### config.mk
export PLATFORM = sky130hd
export DESIGN_NAME = fetch_queue
export DESIGN_NICKNAME = d
export VERILOG_FILES = /design/src/rtl/fetchq_pkg.sv /design/src/rtl/fetchq_fifo.sv /design/src/rtl/fetch_queue.sv
export SDC_FILE = /design/constraint.sdc
export NUM_CORES = 1
export LEC_CHECK = 0
export ABC_AREA = 1
export CORE_MARGIN = 3
export CORE_UTILIZATION = 50
export DETAILED_ROUTE_END_ITERATION = 8
export PLACE_DENSITY = 0.81
export SETUP_SLACK_MARGIN = 0.05
export SYNTH_ARGS = -nofsm -noshare
export SYNTH_HDL_FRONTEND = slang
export SYNTH_SLANG_ARGS = --single-unit
### constraint.sdc
create_clock -name clk -period 3.5 [get_ports clk]
set_input_delay 0.7 -clock clk [delete_from_list [all_inputs] [get_ports clk]]
set_output_delay 0.7 -clock clk [all_outputs]
set_load 0.05 [all_outputs]
### src/rtl/fetchq_pkg.sv
// fetchq_pkg: shared types for the instruction fetch queue.
//   word_t   - 16-bit instruction word / address
//   FQ_DEPTH - default number of queue entries
//   state_t  - fetch FSM states (IDLE, WAIT, DROP)
package fetchq_pkg;
    typedef logic [15:0] word_t;
    localparam int FQ_DEPTH = 4;
    typedef enum logic [1:0] {IDLE = 2'd0, WAIT = 2'd1, DROP = 2'd2} state_t;
endpackage

### src/rtl/fetchq_fifo.sv
// fetchq_fifo: circular buffer of {instruction word, address} pairs.
//   clk, reset      - clock, async active-low reset
//   flush_i         - empties the buffer (wins over push/pop)
//   push_i, wdata_i, waddr_i - enqueue a word and its address
//   pop_i           - drop the head entry
//   rdata_o, raddr_o - head word and address (meaningful when count_o != 0)
//   count_o         - number of occupied entries
module fetchq_fifo import fetchq_pkg::*; #(
    parameter int DEPTH = FQ_DEPTH
) (
    input  logic                       clk,
    input  logic                       reset,
    input  logic                       flush_i,
    input  logic                       push_i,
    input  word_t                      wdata_i,
    input  word_t                      waddr_i,
    input  logic                       pop_i,
    output word_t                      rdata_o,
    output word_t                      raddr_o,
    output logic [$clog2(DEPTH+1)-1:0] count_o
);
    localparam int AW = $clog2(DEPTH);
    localparam int CW = $clog2(DEPTH+1);
    logic [AW-1:0] wr_q, rd_q;
    logic [CW-1:0] count_q;
    word_t data_q [DEPTH];
    word_t pc_q   [DEPTH];
    // DEPTH is a power of two, so the pointers wrap by natural overflow.
    always_ff @(posedge clk or negedge reset) begin
        if (!reset) begin
            wr_q    <= '0;
            rd_q    <= '0;
            count_q <= '0;
        end else if (flush_i) begin
            wr_q    <= '0;
            rd_q    <= '0;
            count_q <= '0;
        end else begin
            wr_q    <= wr_q + AW'(push_i);
            rd_q    <= rd_q + AW'(pop_i);
            count_q <= count_q + CW'(push_i) - CW'(pop_i);
        end
    end
    always_ff @(posedge clk) begin
        if (push_i && !flush_i) begin
            data_q[wr_q] <= wdata_i;
            pc_q[wr_q]   <= waddr_i;
        end
    end
    assign rdata_o = data_q[rd_q];
    assign raddr_o = pc_q[rd_q];
    assign count_o = count_q;
endmodule

### src/rtl/fetch_queue.sv
// fetch_queue: instruction prefetch queue with a single outstanding memory read.
//   clk, reset           - clock, async active-low reset
//   halt                 - suppresses new memory requests
//   redirect, redirect_pc - flush the queue and restart fetch at redirect_pc
//   mem_req, mem_addr    - read request and its address (held until mem_ack)
//   mem_ack, mem_data    - read completion and returned word
//   ir_valid, ir, ir_pc  - head instruction word and its address
//   deq                  - consumer takes the head
// Build option: FETCHQ_BYPASS_EN forwards an ack straight to ir/ir_pc when
// the queue is empty.
module fetch_queue import fetchq_pkg::*; #(
    parameter int DEPTH = FQ_DEPTH
) (
    input  logic  clk,
    input  logic  reset,
    input  logic  halt,
    input  logic  redirect,
    input  word_t redirect_pc,
    output logic  mem_req,
    output word_t mem_addr,
    input  logic  mem_ack,
    input  word_t mem_data,
    output logic  ir_valid,
    output word_t ir,
    output word_t ir_pc,
    input  logic  deq
);
    localparam int CW = $clog2(DEPTH+1);
    state_t state_q, state_d;
    word_t pc_q, pc_d, addr_q, addr_d, head_data, head_pc;
    logic [CW-1:0] count, count_after;
    logic q_valid, bypass, push, pop, issue;
    assign q_valid = count != '0;
`ifdef FETCHQ_BYPASS_EN
    assign bypass = state_q == WAIT && mem_ack && !redirect && !q_valid;
`else
    assign bypass = 1'b0;
`endif
    // A bypassed word that is consumed the same cycle never enters the queue.
    assign push        = state_q == WAIT && mem_ack && !redirect && !(bypass && deq);
    assign pop         = deq && q_valid && !redirect;
    assign count_after = count + CW'(push) - CW'(pop);
    // Issue is gated on entries plus the request being launched fitting in
    // DEPTH, so an ack always has a free slot waiting for it.
    always_comb begin
        state_d = state_q;
        pc_d    = pc_q;
        addr_d  = addr_q;
        issue   = 1'b0;
        case (state_q)
            IDLE: begin
                if (redirect) pc_d = redirect_pc;
                else issue = !halt && count < CW'(DEPTH);
            end
            WAIT: begin
                if (redirect) begin
                    pc_d    = redirect_pc;
                    state_d = mem_ack ? IDLE : DROP;
                end else if (mem_ack) begin
                    issue   = !halt && count_after < CW'(DEPTH);
                    state_d = IDLE;
                end
            end
            DROP: begin
                if (redirect) pc_d = redirect_pc;
                if (mem_ack) state_d = IDLE;
            end
            default: state_d = IDLE;
        endcase
        if (issue) begin
            state_d = WAIT;
            addr_d  = pc_q;
            pc_d    = pc_q + 16'd1;
        end
    end
    always_ff @(posedge clk or negedge reset) begin
        if (!reset) begin
            state_q <= IDLE;
            pc_q    <= '0;
            addr_q  <= '0;
        end else begin
            state_q <= state_d;
            pc_q    <= pc_d;
            addr_q  <= addr_d;
        end
    end
    fetchq_fifo #(.DEPTH(DEPTH)) u_fifo (
        .clk     (clk),
        .reset   (reset),
        .flush_i (redirect),
        .push_i  (push),
        .wdata_i (mem_data),
        .waddr_i (addr_q),
        .pop_i   (pop),
        .rdata_o (head_data),
        .raddr_o (head_pc),
        .count_o (count)
    );
    assign mem_req  = state_q != IDLE;
    assign mem_addr = addr_q;
    assign ir_valid = q_valid || bypass;
    // Outputs read as zero when nothing valid is presented.
    assign ir    = q_valid ? head_data : bypass ? mem_data : '0;
    assign ir_pc = q_valid ? head_pc   : bypass ? addr_q   : '0;
endmodule
==> impl_results.md <==
* Actual slew at the worst max-slew pin at 1.20 ns
* Worst Setup EP: ir[5]
* First-pass GRT wire length at about 26000 µm
* Core area at 14100 µm²
* Slew headroom at about a fifth
* Buffers & Inverters on Critical Path at 2
* Pre-antenna DRT Iters at 5
* Vias in the first global route at 5254
* Met3 usage at roughly 4.4%
* Starting DRT DRC Count at around 510
* Worst slack, placed at between 0.07 and 0.08 ns
* Hold Path Class: input pin to asynchronous set/reset pin
* Num CTS Buffers at 17
* NetSw at 3300 µW
* Unique masters post-synth at 32
* Hold Fails Final Rpt at 0
* Antenna Nets Post-Route at 0
* Hold Buf Count CTS at 0
* Die W at between 100 and 150 µm
* Critical-path top delay cell: inv_1
* Clock Latency Late Sink at 0.42 ns
* Worst path arrival time at approximately 2.3 ns
* Tmin final at between 3 and 4 ns
* Syn. warnings at 0
* DRC at 0
* Net Sw Frac at roughly 39%
* R2R cell count at 14
* Placed Cells at 966
* Clk pin slew, worst setup/hold paths at approximately 0.06 ns
* Layout area overhead at 28.6%
* Initial core utilization at a little over half
* CTS H-Tree Depth at 4
* Share of layout cells above drive strength 1 at 11.7%
* Clk pwr share at 24.6%
* Critical Path RT at around 2.8 ns
* CP Class: flip-flop to output pin
* CP Cell Sequence: inv_1, nor2_1, o21ai_0, a21oi_1, buf_12
* Crit path largest cell delay at a little under 0.9 ns
* Met2 Track Usage GR at 37.0%
* Synthesized area at approximately 7300 µm²
* Power density over the cells at about 900 nW/µm²
* Max Clk Rate at roughly 330 MHz
* Lkg Pwr at about 0.0037 µW
* Primary FF master, synth: edfxtp_1
* HPWL after DPL at just over 10000 µm
* Port Buf Inserts at 87
* Initial antenna violation count at 0
* Antenna Cells at 0
* Routability cong. at just under 0.9
* Cell Int Power at around 5200 µW
* Vias at around 5.5k
* Most Crowded Layer GR: met2
* Crit. path cell count at 5
* I/O pin cnt at between 80 and 90
* Met1 Use GR at about a quarter
* Clock sink total at 169
* Final WS setup at just under 0.5 ns
* Synth Register Bits at 169
* Total power at 8480 µW
* R2R Setup Slk at ~0.73 ns
* Fill count at ~1000
* DR vias/cell at 5.47
* WHS at 0.412 ns
* Combinational cell fraction of total power at 41.9%
* Clk buf depth at 2
* Status: finished, final reports clean
* Post-synth ARST share at ~24%
* Avg WL per Cell at around 17 µm
* Final Non-Filler Cells at 998
* Worst-path fanout max at 32
* Crit Reg-Reg Startpoint: u_fifo.count_o[1]
* CP top delay family: buffers and inverters
* RR Endpoint: pc_q[8]
* Worst Setup End Kind: output pin
* Final nets at approximately 850
* RSZ-0062 raised after global routing: no
* GRT Util Overall at between 20% and 30%
* Cells after Synth at a little over 700
* Post_cts resized at 0
* Peak supply drop at between 0.4 and 0.5 mV
* Post-synth net total at between 700 and 800
* Max-slew violation count at 0
* Largest net degree at the start of global routing at 66
* Period utilization at around 86%
* Max Cap Violations at 0
* Post-CTS setup buffer count at 0
* Avg Cell Area, Syn at about 10 µm²
* CTS Root Cell: clkbuf_16
* CTS tree: done
* Post-synth EDFFs at 128
* Post-route clock skew at roughly 0.008 ns
* Post-Route Setup TNS at 0 ns
* Startpoint types: flip-flop
* Seq/Total Area, Yosys at around two thirds
* Final wirelength at around 17000 µm
* Die ar. at 16200 µm²
* # rows at 43
* Total congestion overflow at 0
* Die Y-Extent at roughly 130 µm
* Sequential power share at 33.5%
* Number of setup violations in the final report at 0
* Beginning of the critical path: u_fifo.rd_q[1]
final cells by class:
| cell class | instances | area [µm²] | area share [%] |
|---|---|---|---|
| clock inverter | 9 | 185 | 1.96 |
| sequential | 169 | 4870 | 51.7 |
| tap | 180 | 225 | 2.39 |
| timing repair buffer | 105 | 1320 | 14.0 |
| multi-input combinational | 474 | 2190 | 23.3 |
| inverter | 38 | 143 | 1.51 |
| clock buffer | 23 | 488 | 5.18 |
sequential cells by signal (all words and copies together), names as in the netlist:
signal	count
u_fifo.pc_q	64
u_fifo.data_q	64
u_fifo.rd_q	2
state_q	2
mem_addr	16
u_fifo.count_o	3
pc_q	16
u_fifo.wr_q	2
metal layers:
layer / wire length [µm] / vias up
li1: - / 2590
met1: 6690 / 2622
met2: 8550 / 214
met3: 1120 / 30
met4: 329 / 0
met5: 0 / -
cell usage in the layout (no fill, tap or decap), types with 2 or more instances in the layout:
cell type and count:
a21oi_1 34, buf_12 32, buf_4 18, bufinv_16 5, clkbuf_1 2, clkbuf_16 17
clkbuf_8 4, clkdlybuf4s50_1 54, clkinv_4 3, dfrtp_1 40, edfxtp_1 128, ha_1 9
inv_1 35, inv_2 2, nand2_1 147, nand2_2 2, nand3_1 26, nand4_1 8
nor2_1 149, nor3_2 5, o21ai_0 76, xor2_1 7
worst min path at each step:
| stage | start | end | depth (start not counted) |
|---|---|---|---|
| floorplan | reset | mem_addr[0] | 0 |
| global placement | pc_q[15] | pc_q[15] | 2 |
| detailed placement | pc_q[15] | pc_q[15] | 2 |
| CTS | reset | pc_q[2] | 1 |
| global route | reset | pc_q[2] | 1 |
| finish | reset | pc_q[2] | 1 |
synthesized netlist by cell type (all sizes together), types with 5 or more instances:
cell,n,area share (%)
xor2,7,0.84
nor3,5,0.34
nand4,8,0.68
nand3,27,1.9
edfxtp,128,52
nor2,150,7.8
buf,14,1.1
nand2,150,7.9
dfrtp,41,14
o21ai,77,5.3
ha,9,1.5
clkbuf,19,0.99
a21oi,36,2.7
inv,37,1.9
per-stage QoR:
| step | cell area [µm²] | utilization (%) |
|---|---|---|
| 2_1_floorplan | 7330 | - |
| 3_3_place_gp | 8750 | 62.1 |
| 3_5_place_dp | 8750 | 62.1 |
| 4_1_cts | 9430 | 66.9 |
| 5_1_grt | 9430 | 66.9 |
| 6_report | 9430 | 66.9 |
power by group through the flow:
stage          sequential [µW]  clock (µW)  combinational (µW)
2_1_floorplan             3070           0                1740
4_1_cts                   2840        2110                3580
3_3_place_gp              2860           0                3520
3_5_place_dp              2870           0                3560
5_1_grt                   2880        2190                3750
6_report                  2840        2090                3560
cell families (layout without fill, tap and decap cells):
logic type,Yosys count,in the layout,synth area share [%]
fa+ha+maj,10,10,1.81
flops,169,169,66.4
xor+xnor,8,8,0.956
buf+inv,71,175,3.99
compound gates,116,116,8.24
simple gates,340,340,18.6
No activity file was read; power rests on OpenSTA's default activity.
